--- src/rtl/pmux_pkg.sv ---
// Shared constants, state encoding and helpers for the round-robin select arbiter.
package pmux_pkg;

  localparam int unsigned NUM_REQ = 8;
  localparam int unsigned PTR_W   = 3;

  typedef enum logic {
    ST_IDLE = 1'b0,
    ST_HOLD = 1'b1
  } state_e;

  // Convert a one-hot (or zero) vector to its bit index; zero maps to 0.
  function automatic logic [PTR_W-1:0] oh_to_idx(input logic [NUM_REQ-1:0] oh);
    logic [PTR_W-1:0] idx;
    idx = '0;
    for (int unsigned i = 0; i < NUM_REQ; i++) begin
      if (oh[i]) idx = idx | PTR_W'(i);
    end
    return idx;
  endfunction

endpackage

--- src/rtl/rr_sel_arb_pick.sv ---
// rr_pick: first set request bit at or after a start pointer, wrapping high to low.
module rr_pick
  import pmux_pkg::*;
(
  input  logic [NUM_REQ-1:0] i_req,
  input  logic [PTR_W-1:0]   i_ptr,
  output logic [NUM_REQ-1:0] o_gnt_c,
  output logic               o_found_c
);

  // Scan from the pointer upward; the 3-bit index wraps 7 -> 0 by itself.
  always_comb begin
    logic [PTR_W-1:0] v_idx;
    o_gnt_c   = '0;
    o_found_c = 1'b0;
    v_idx     = '0;
    for (int unsigned k = 0; k < NUM_REQ; k++) begin
      v_idx = i_ptr + PTR_W'(k);
      if (!o_found_c && i_req[v_idx]) begin
        o_gnt_c[v_idx] = 1'b1;
        o_found_c      = 1'b1;
      end
    end
  end

endmodule

--- src/rtl/rr_sel_arb.sv ---
// rr_sel_arb: 8-way round-robin arbiter that registers the winner's one-hot
// select and payload for a downstream pmux stage, with back-to-back re-arbitration.
// Optional macro RR_SEL_ARB_LOCK_EN adds lock_i to keep the current winner.
module rr_sel_arb
  import pmux_pkg::*;
#(
  parameter int unsigned DATA_W = 16
) (
  input  logic               clk_i,
  input  logic               rst_ni,
  input  logic [NUM_REQ-1:0] req_i,
  input  logic [DATA_W-1:0]  data_0_i,
  input  logic [DATA_W-1:0]  data_1_i,
  input  logic [DATA_W-1:0]  data_2_i,
  input  logic [DATA_W-1:0]  data_3_i,
  input  logic [DATA_W-1:0]  data_4_i,
  input  logic [DATA_W-1:0]  data_5_i,
  input  logic [DATA_W-1:0]  data_6_i,
  input  logic [DATA_W-1:0]  data_7_i,
  input  logic               ready_i,
`ifdef RR_SEL_ARB_LOCK_EN
  input  logic               lock_i,
`endif
  output logic [NUM_REQ-1:0] grant_o,
  output logic [DATA_W-1:0]  q_o,
  output logic               valid_o,
  output logic [NUM_REQ-1:0] ack_o
);

  state_e             r_state, w_state_nxt;
  logic [PTR_W-1:0]   r_ptr, w_ptr_nxt;
  logic [NUM_REQ-1:0] r_grant, w_grant_nxt;
  logic [DATA_W-1:0]  r_q, w_q_nxt;

  logic [DATA_W-1:0]  w_data [NUM_REQ];
  logic               w_lock;
  logic               w_hs;
  logic [PTR_W-1:0]   w_win_idx;
  logic [PTR_W-1:0]   w_ptr_hs;
  logic [PTR_W-1:0]   w_pick_ptr;
  logic [NUM_REQ-1:0] w_pick_req;
  logic [NUM_REQ-1:0] w_pick_gnt;
  logic               w_pick_found;
  logic [PTR_W-1:0]   w_pick_idx;

  assign w_data[0] = data_0_i;
  assign w_data[1] = data_1_i;
  assign w_data[2] = data_2_i;
  assign w_data[3] = data_3_i;
  assign w_data[4] = data_4_i;
  assign w_data[5] = data_5_i;
  assign w_data[6] = data_6_i;
  assign w_data[7] = data_7_i;

`ifdef RR_SEL_ARB_LOCK_EN
  assign w_lock = lock_i;
`else
  assign w_lock = 1'b0;
`endif

  // Handshake, and the pointer/mask used to re-arbitrate in the same cycle.
  assign w_hs       = (r_state == ST_HOLD) && ready_i;
  assign w_win_idx  = oh_to_idx(r_grant);
  assign w_ptr_hs   = w_lock ? r_ptr : (w_win_idx + PTR_W'(1));
  assign w_pick_ptr = w_hs ? w_ptr_hs : r_ptr;
  assign w_pick_req = (w_hs && !w_lock) ? (req_i & ~r_grant) : req_i;

  rr_pick u_pick (
    .i_req     (w_pick_req),
    .i_ptr     (w_pick_ptr),
    .o_gnt_c   (w_pick_gnt),
    .o_found_c (w_pick_found)
  );

  assign w_pick_idx = oh_to_idx(w_pick_gnt);

  // Next-state logic: grant from IDLE, hold until ready, chain or release on handshake.
  always_comb begin
    w_state_nxt = r_state;
    w_ptr_nxt   = r_ptr;
    w_grant_nxt = r_grant;
    w_q_nxt     = r_q;
    case (r_state)
      ST_IDLE: begin
        if (w_pick_found) begin
          w_grant_nxt = w_pick_gnt;
          w_q_nxt     = w_data[w_pick_idx];
          w_state_nxt = ST_HOLD;
        end
      end
      ST_HOLD: begin
        if (ready_i) begin
          w_ptr_nxt = w_ptr_hs;
          if (w_pick_found) begin
            w_grant_nxt = w_pick_gnt;
            w_q_nxt     = w_data[w_pick_idx];
          end else begin
            w_grant_nxt = '0;
            w_state_nxt = ST_IDLE;
          end
        end
      end
      default: w_state_nxt = ST_IDLE;
    endcase
  end

  // State, pointer and output registers with synchronous active-low reset.
  always_ff @(posedge clk_i) begin
    if (!rst_ni) begin
      r_state <= ST_IDLE;
      r_ptr   <= '0;
      r_grant <= '0;
      r_q     <= '0;
    end else begin
      r_state <= w_state_nxt;
      r_ptr   <= w_ptr_nxt;
      r_grant <= w_grant_nxt;
      r_q     <= w_q_nxt;
    end
  end

  // ack pulses during the handshake cycle itself; suppressed while reset is applied.
  assign grant_o = r_grant;
  assign q_o     = r_q;
  assign valid_o = (r_state == ST_HOLD);
  assign ack_o   = (w_hs && rst_ni) ? r_grant : '0;

endmodule
--- config.mk ---
export PLATFORM = sky130hd
export DESIGN_NAME = rr_sel_arb
export DESIGN_NICKNAME = d
export VERILOG_FILES = /design/src/rtl/pmux_pkg.sv /design/src/rtl/rr_sel_arb_pick.sv /design/src/rtl/rr_sel_arb.sv
export SDC_FILE = /design/constraint.sdc
export NUM_CORES = 1
export LEC_CHECK = 0
export ABC_AREA = 1
export CORE_MARGIN = 2
export CORE_UTILIZATION = 48
export CTS_CLUSTER_SIZE = 20
export DETAILED_ROUTE_END_ITERATION = 10
export HOLD_SLACK_MARGIN = 0.15
export PLACE_DENSITY = 0.87
export SKIP_CTS_REPAIR_TIMING = 1
export SYNTH_ARGS = -nofsm -noshare
export SYNTH_HDL_FRONTEND = slang
export SYNTH_SLANG_ARGS = --single-unit
export TNS_END_PERCENT = 30
--- constraint.sdc ---
create_clock -name clk_i -period 9.1 [get_ports clk_i]
set_input_delay 1.82 -clock clk_i [delete_from_list [all_inputs] [get_ports clk_i]]
set_output_delay 1.82 -clock clk_i [all_outputs]
set_load 0.005 [all_outputs]
==> results.txt <==
----------------------------------------------------
[Status]
  Run status ... completed

[Synth]
  Largest cells by area after synthesis ... sky130_fd_sc_hd__nand3_1 (20%), sky130_fd_sc_hd__nand2_1 (19%), sky130_fd_sc_hd__dfxtp_1 (13%)
  Post-synth top flop ... sky130_fd_sc_hd__dfxtp_1
  Synthesized cell area ... 0.004384 mm2
  Post-Syn Area per Cell ... 5.564 um2
  Cell taking the most area after synthesis ... sky130_fd_sc_hd__nand3_1
  Number of enable-type register cells in the synthesized netlist ... 0
  Post-Syn Nets ... 934
  Asr flop ratio synth ... 0%
  Dominant cell by count in the synthesized netlist ... sky130_fd_sc_hd__nand2_1
  Sequential cell area fraction in the yosys report ... 12.79%
  FF+latch count, synth ... 28
  Top cell type's share of synthesized area ... 20.43%
  Cell count after synthesis ... 788
  Warning count from the yosys run ... 0
  Cell variety after synth ... 38
  Commonest cells in the synthesized netlist ... sky130_fd_sc_hd__nand2_1 (225), sky130_fd_sc_hd__nand3_1 (179), sky130_fd_sc_hd__inv_1 (100), sky130_fd_sc_hd__nor2_1 (66), sky130_fd_sc_hd__nand3b_1 (32)

[Job]
  Maximum capacitance violations ... 0

[CTS]
  Number of clock sinks seen by CTS ... 28
  Clock buffers created by TritonCTS ... 3
  Number of buffers between clock root and the deepest sink ... 2
  Clock tree from TritonCTS ... done
  Clock transition time at the flip-flop clock pins of the worst setup and hold paths ... 0.09 ns
  Library cell used as clock root buffer ... sky130_fd_sc_hd__clkbuf_8
  # H-tree levels ... 1
  Clock Latency Late Sink ... 0.27 ns

[Final layout]
  Count of inserted antenna diode cells ... 0
  Area used by multi-input combinational logic ... 0.003148 mm2
  Filler Cell Count ... 785
  Post-Layout Inst Area ... 0.006028 mm2
  Core occupancy in the finished layout ... 68.46%
  Net count, final ... 1073
  Ratio of cells with drive above 1 in the final layout ... 7.243%
  Sequential cell area ... 560.5 um2
  Non-filler cells, final ... 1033
  Synthesis-to-finish area growth ... 37.50%

[Floorplanning]
  Number of top-level pins ... 172
  Floorplan row count ... 34
  Die Height ... 99.57 um
  Floorplan die area ... 0.009914 mm2
  Die width ... 99.57 um
  Initial standard-cell utilization of the core ... 49.79%
  Core Footprint ... 0.008806 mm2

[STA]
  Max-slew violation total from the final report ... 0
  Remaining max-slew budget at the tightest pin ... 33.51%
  Setup repair after global routing missed its margin ... no
  Fmax ... 0.1375 GHz
  Tightest hold margin ... 0.5187 ns
  Fin crit share ... 79.91%
  Least-Margin Pin Slew ... 0.9951 ns
  Setup TNS after final layout ... 0 ns
  Setup violations, final ... 0
  Final critical delay including setup and external delays ... 7.272 ns
  Count of endpoints failing hold in the final timing report ... 0
  Worst clock skew ... 0.006538 ns
  Slack of the critical path ... 1.828 ns

[Critical path]
  Data arrival time of the worst path ... 7.41 ns
  Crit path launch type ... input pin
  Endpoint of the worst-slack reg-to-reg timing path ... q_o[13]$_SDFFE_PN0P_
  Maximum fanout count along the critical path ... 66
  Flop2flop setup slack ... 3.51 ns
  Worst reg2reg startpoint ... valid_o$_SDFF_PN0_
  Critical path class ... input pin to register
  CP Data Required Time ... 9.24 ns
  Capturing element type of the critical path ... register
  Number of cells traversed by the worst register-to-register path ... 24

[GRT]
  Wire length of the first global-routing pass ... 25280 um
  Via count of the first global-routing pass ... 5085
  Total routing usage reported by global routing ... 31.29%
  Number of antenna violations at the first check in global routing ... 0
  Maximum number of pins on one net before global-route repair ... 67
  Gr ovfl total ... 0

[Detailed routing]
  DRC violations left ... 0
  Average vias per placed instance ... 5.464
  Wire length per cell ... 15.23 um
  Remaining number of nets flagged by the antenna check after routing ... 0
  DRT Wirelength ... 15740 um
  Total via count after detailed routing ... 5644
  DRT Pass-1 Iters ... 5
  Initial DRC Count ... 456

[Placed design]
  Number of cells after detailed placement ... 1030
  DP Wirelength ... 12680 um
  Placed Instance Area ... 0.005987 mm2
  Weighted congestion at the end of routability-driven global placement ... 0.9622
  Setup Slack @ Placement ... 1.710 ns
  Number of buffer cells added on primary ports ... 171

[Pwr]
  Clock group share of total power ... 5.1%
  Combinational fraction of design power ... 80.4%
  Internal Dissipation ... 0.5700 mW
  P_sw ... 0.7238 mW
  Switching share of total power ... 55.94%
  PnR Total Power ... 1.294 mW
  Power Density ... 214.6 mW/mm2
  Maximum vdd drop ... 0.1315 mV
  Share of total power in sequential cells ... 14.5%
  Leak Pwr ... 2.863 nW

[Hold path]
  Number of instances on the worst hold path ... 2
  Critical hold path startpoint ... grant_o[6]$_SDFFE_PN0P_
  Type of the tightest min-delay check ... register to register
  Endpoint of the worst hold-timing path ... grant_o[6]$_SDFFE_PN0P_

----------------------------------------------------
## worst max-delay path: stages
cell and delay (ns):
sky130_fd_sc_hd__clkdlybuf4s50_1 0.76, sky130_fd_sc_hd__nand2_8 0.13, sky130_fd_sc_hd__inv_8 0.10, sky130_fd_sc_hd__nand3_4 0.11
sky130_fd_sc_hd__nand2_4 0.26, sky130_fd_sc_hd__inv_1 0.28, sky130_fd_sc_hd__ha_1 0.62, sky130_fd_sc_hd__inv_1 0.28
sky130_fd_sc_hd__nand3_1 0.15, sky130_fd_sc_hd__nand2_1 0.07, sky130_fd_sc_hd__nand2_1 0.06, sky130_fd_sc_hd__nand2_1 0.16
sky130_fd_sc_hd__nor2_1 0.28, sky130_fd_sc_hd__nand4_1 0.12, sky130_fd_sc_hd__nor2_1 0.24, sky130_fd_sc_hd__nand4_1 0.16
sky130_fd_sc_hd__nand3_2 0.19, sky130_fd_sc_hd__nor2_4 0.05, sky130_fd_sc_hd__buf_4 0.31, sky130_fd_sc_hd__nand2_4 0.57
sky130_fd_sc_hd__nand2_1 0.10, sky130_fd_sc_hd__nand3_1 0.11, sky130_fd_sc_hd__nand3_1 0.18, sky130_fd_sc_hd__nand2_1 0.14
sky130_fd_sc_hd__a21oi_2 0.05
## power groups by stage
| stage | clock network, mW | logic, mW | registers (mW) |
|---|---|---|---|
| 2_1_floorplan | 0 | 0.750 | 0.187 |
| 3_3_place_gp | 0 | 1.01 | 0.189 |
| 3_5_place_dp | 0 | 1.02 | 0.190 |
| 4_1_cts | 0.0658 | 1.02 | 0.187 |
| 5_1_grt | 0.0720 | 1.15 | 0.191 |
| 6_report | 0.0662 | 1.04 | 0.188 |
## state kept, by name (all words and copies together), names as in the netlist
name and count:
r_ptr 3, grant_o 8, q_o 16, valid_o 1
## layer usage
| layer | share of wire (%) | wire length [um] | global-route usage, % |
|---|---|---|---|
| met5 | 0 | 0 | 0 |
| met1 | 44 | 6887 | 44.72 |
| met3 | 11 | 1743 | 5.833 |
| met2 | 43 | 6781 | 48.75 |
| met4 | 2.1 | 323 | 7.271 |
## cell families (layout without fill, tap and decap cells)
group | after synthesis | in the layout | share of synthesized area, %
buffers and inverters | 146 | 283 | 15.75
AND/OR/NAND/NOR | 551 | 551 | 61.02
flip-flops | 28 | 28 | 12.79
AO/OA/AOI/OAI | 56 | 56 | 8.448
adder cells (fa/ha/maj) | 7 | 7 | 1.998
## placed cells by master (no fill, tap or decap), types with 2 or more instances in the layout
master	Yosys	routed
sky130_fd_sc_hd__a21oi_1	11	11
sky130_fd_sc_hd__a21oi_2	14	14
sky130_fd_sc_hd__buf_4	8	4
sky130_fd_sc_hd__clkbuf_8	0	3
sky130_fd_sc_hd__clkdlybuf4s50_1	0	171
sky130_fd_sc_hd__dfxtp_1	28	28
sky130_fd_sc_hd__ha_1	7	7
sky130_fd_sc_hd__inv_1	100	100
sky130_fd_sc_hd__inv_2	3	3
sky130_fd_sc_hd__nand2_1	225	225
sky130_fd_sc_hd__nand2_2	11	11
sky130_fd_sc_hd__nand2_4	7	7
sky130_fd_sc_hd__nand3_1	179	179
sky130_fd_sc_hd__nand3_2	5	5
sky130_fd_sc_hd__nand3_4	3	3
sky130_fd_sc_hd__nand3b_1	32	32
sky130_fd_sc_hd__nand4_1	6	6
sky130_fd_sc_hd__nor2_1	66	64
sky130_fd_sc_hd__nor2_2	5	5
sky130_fd_sc_hd__nor2_4	2	4
sky130_fd_sc_hd__nor2_8	2	2
sky130_fd_sc_hd__nor3_1	4	4
sky130_fd_sc_hd__o21ai_0	17	17
sky130_fd_sc_hd__o21ai_1	7	7
sky130_fd_sc_hd__o21ai_4	2	2
## worst max-delay path by stage
stage	startpoint	to	slack (ns)	cells past startpoint
6_report	ready_i	q_o[13]$_SDFFE_PN0P_	1.83	25
5_1_grt	ready_i	q_o[13]$_SDFFE_PN0P_	1.44	25
4_1_cts	ready_i	q_o[13]$_SDFFE_PN0P_	1.99	25
3_5_place_dp	ready_i	q_o[13]$_SDFFE_PN0P_	1.71	25
3_3_place_gp	ready_i	q_o[13]$_SDFFE_PN0P_	1.79	25
2_1_floorplan	ready_i	q_o[10]$_SDFFE_PN0P_	3.89	28
## area by class of cell
class                           instances  share of cell area, %
Multi-Input combinational cell        614                  52.22
Sequential cell                        28                  9.298
Tap cell                              108                  2.242
Timing Repair Buffer                  175                  28.89
Clock buffer                            3                 0.6849
Inverter                              105                  6.663
Power figures use the tool's default switching activity.
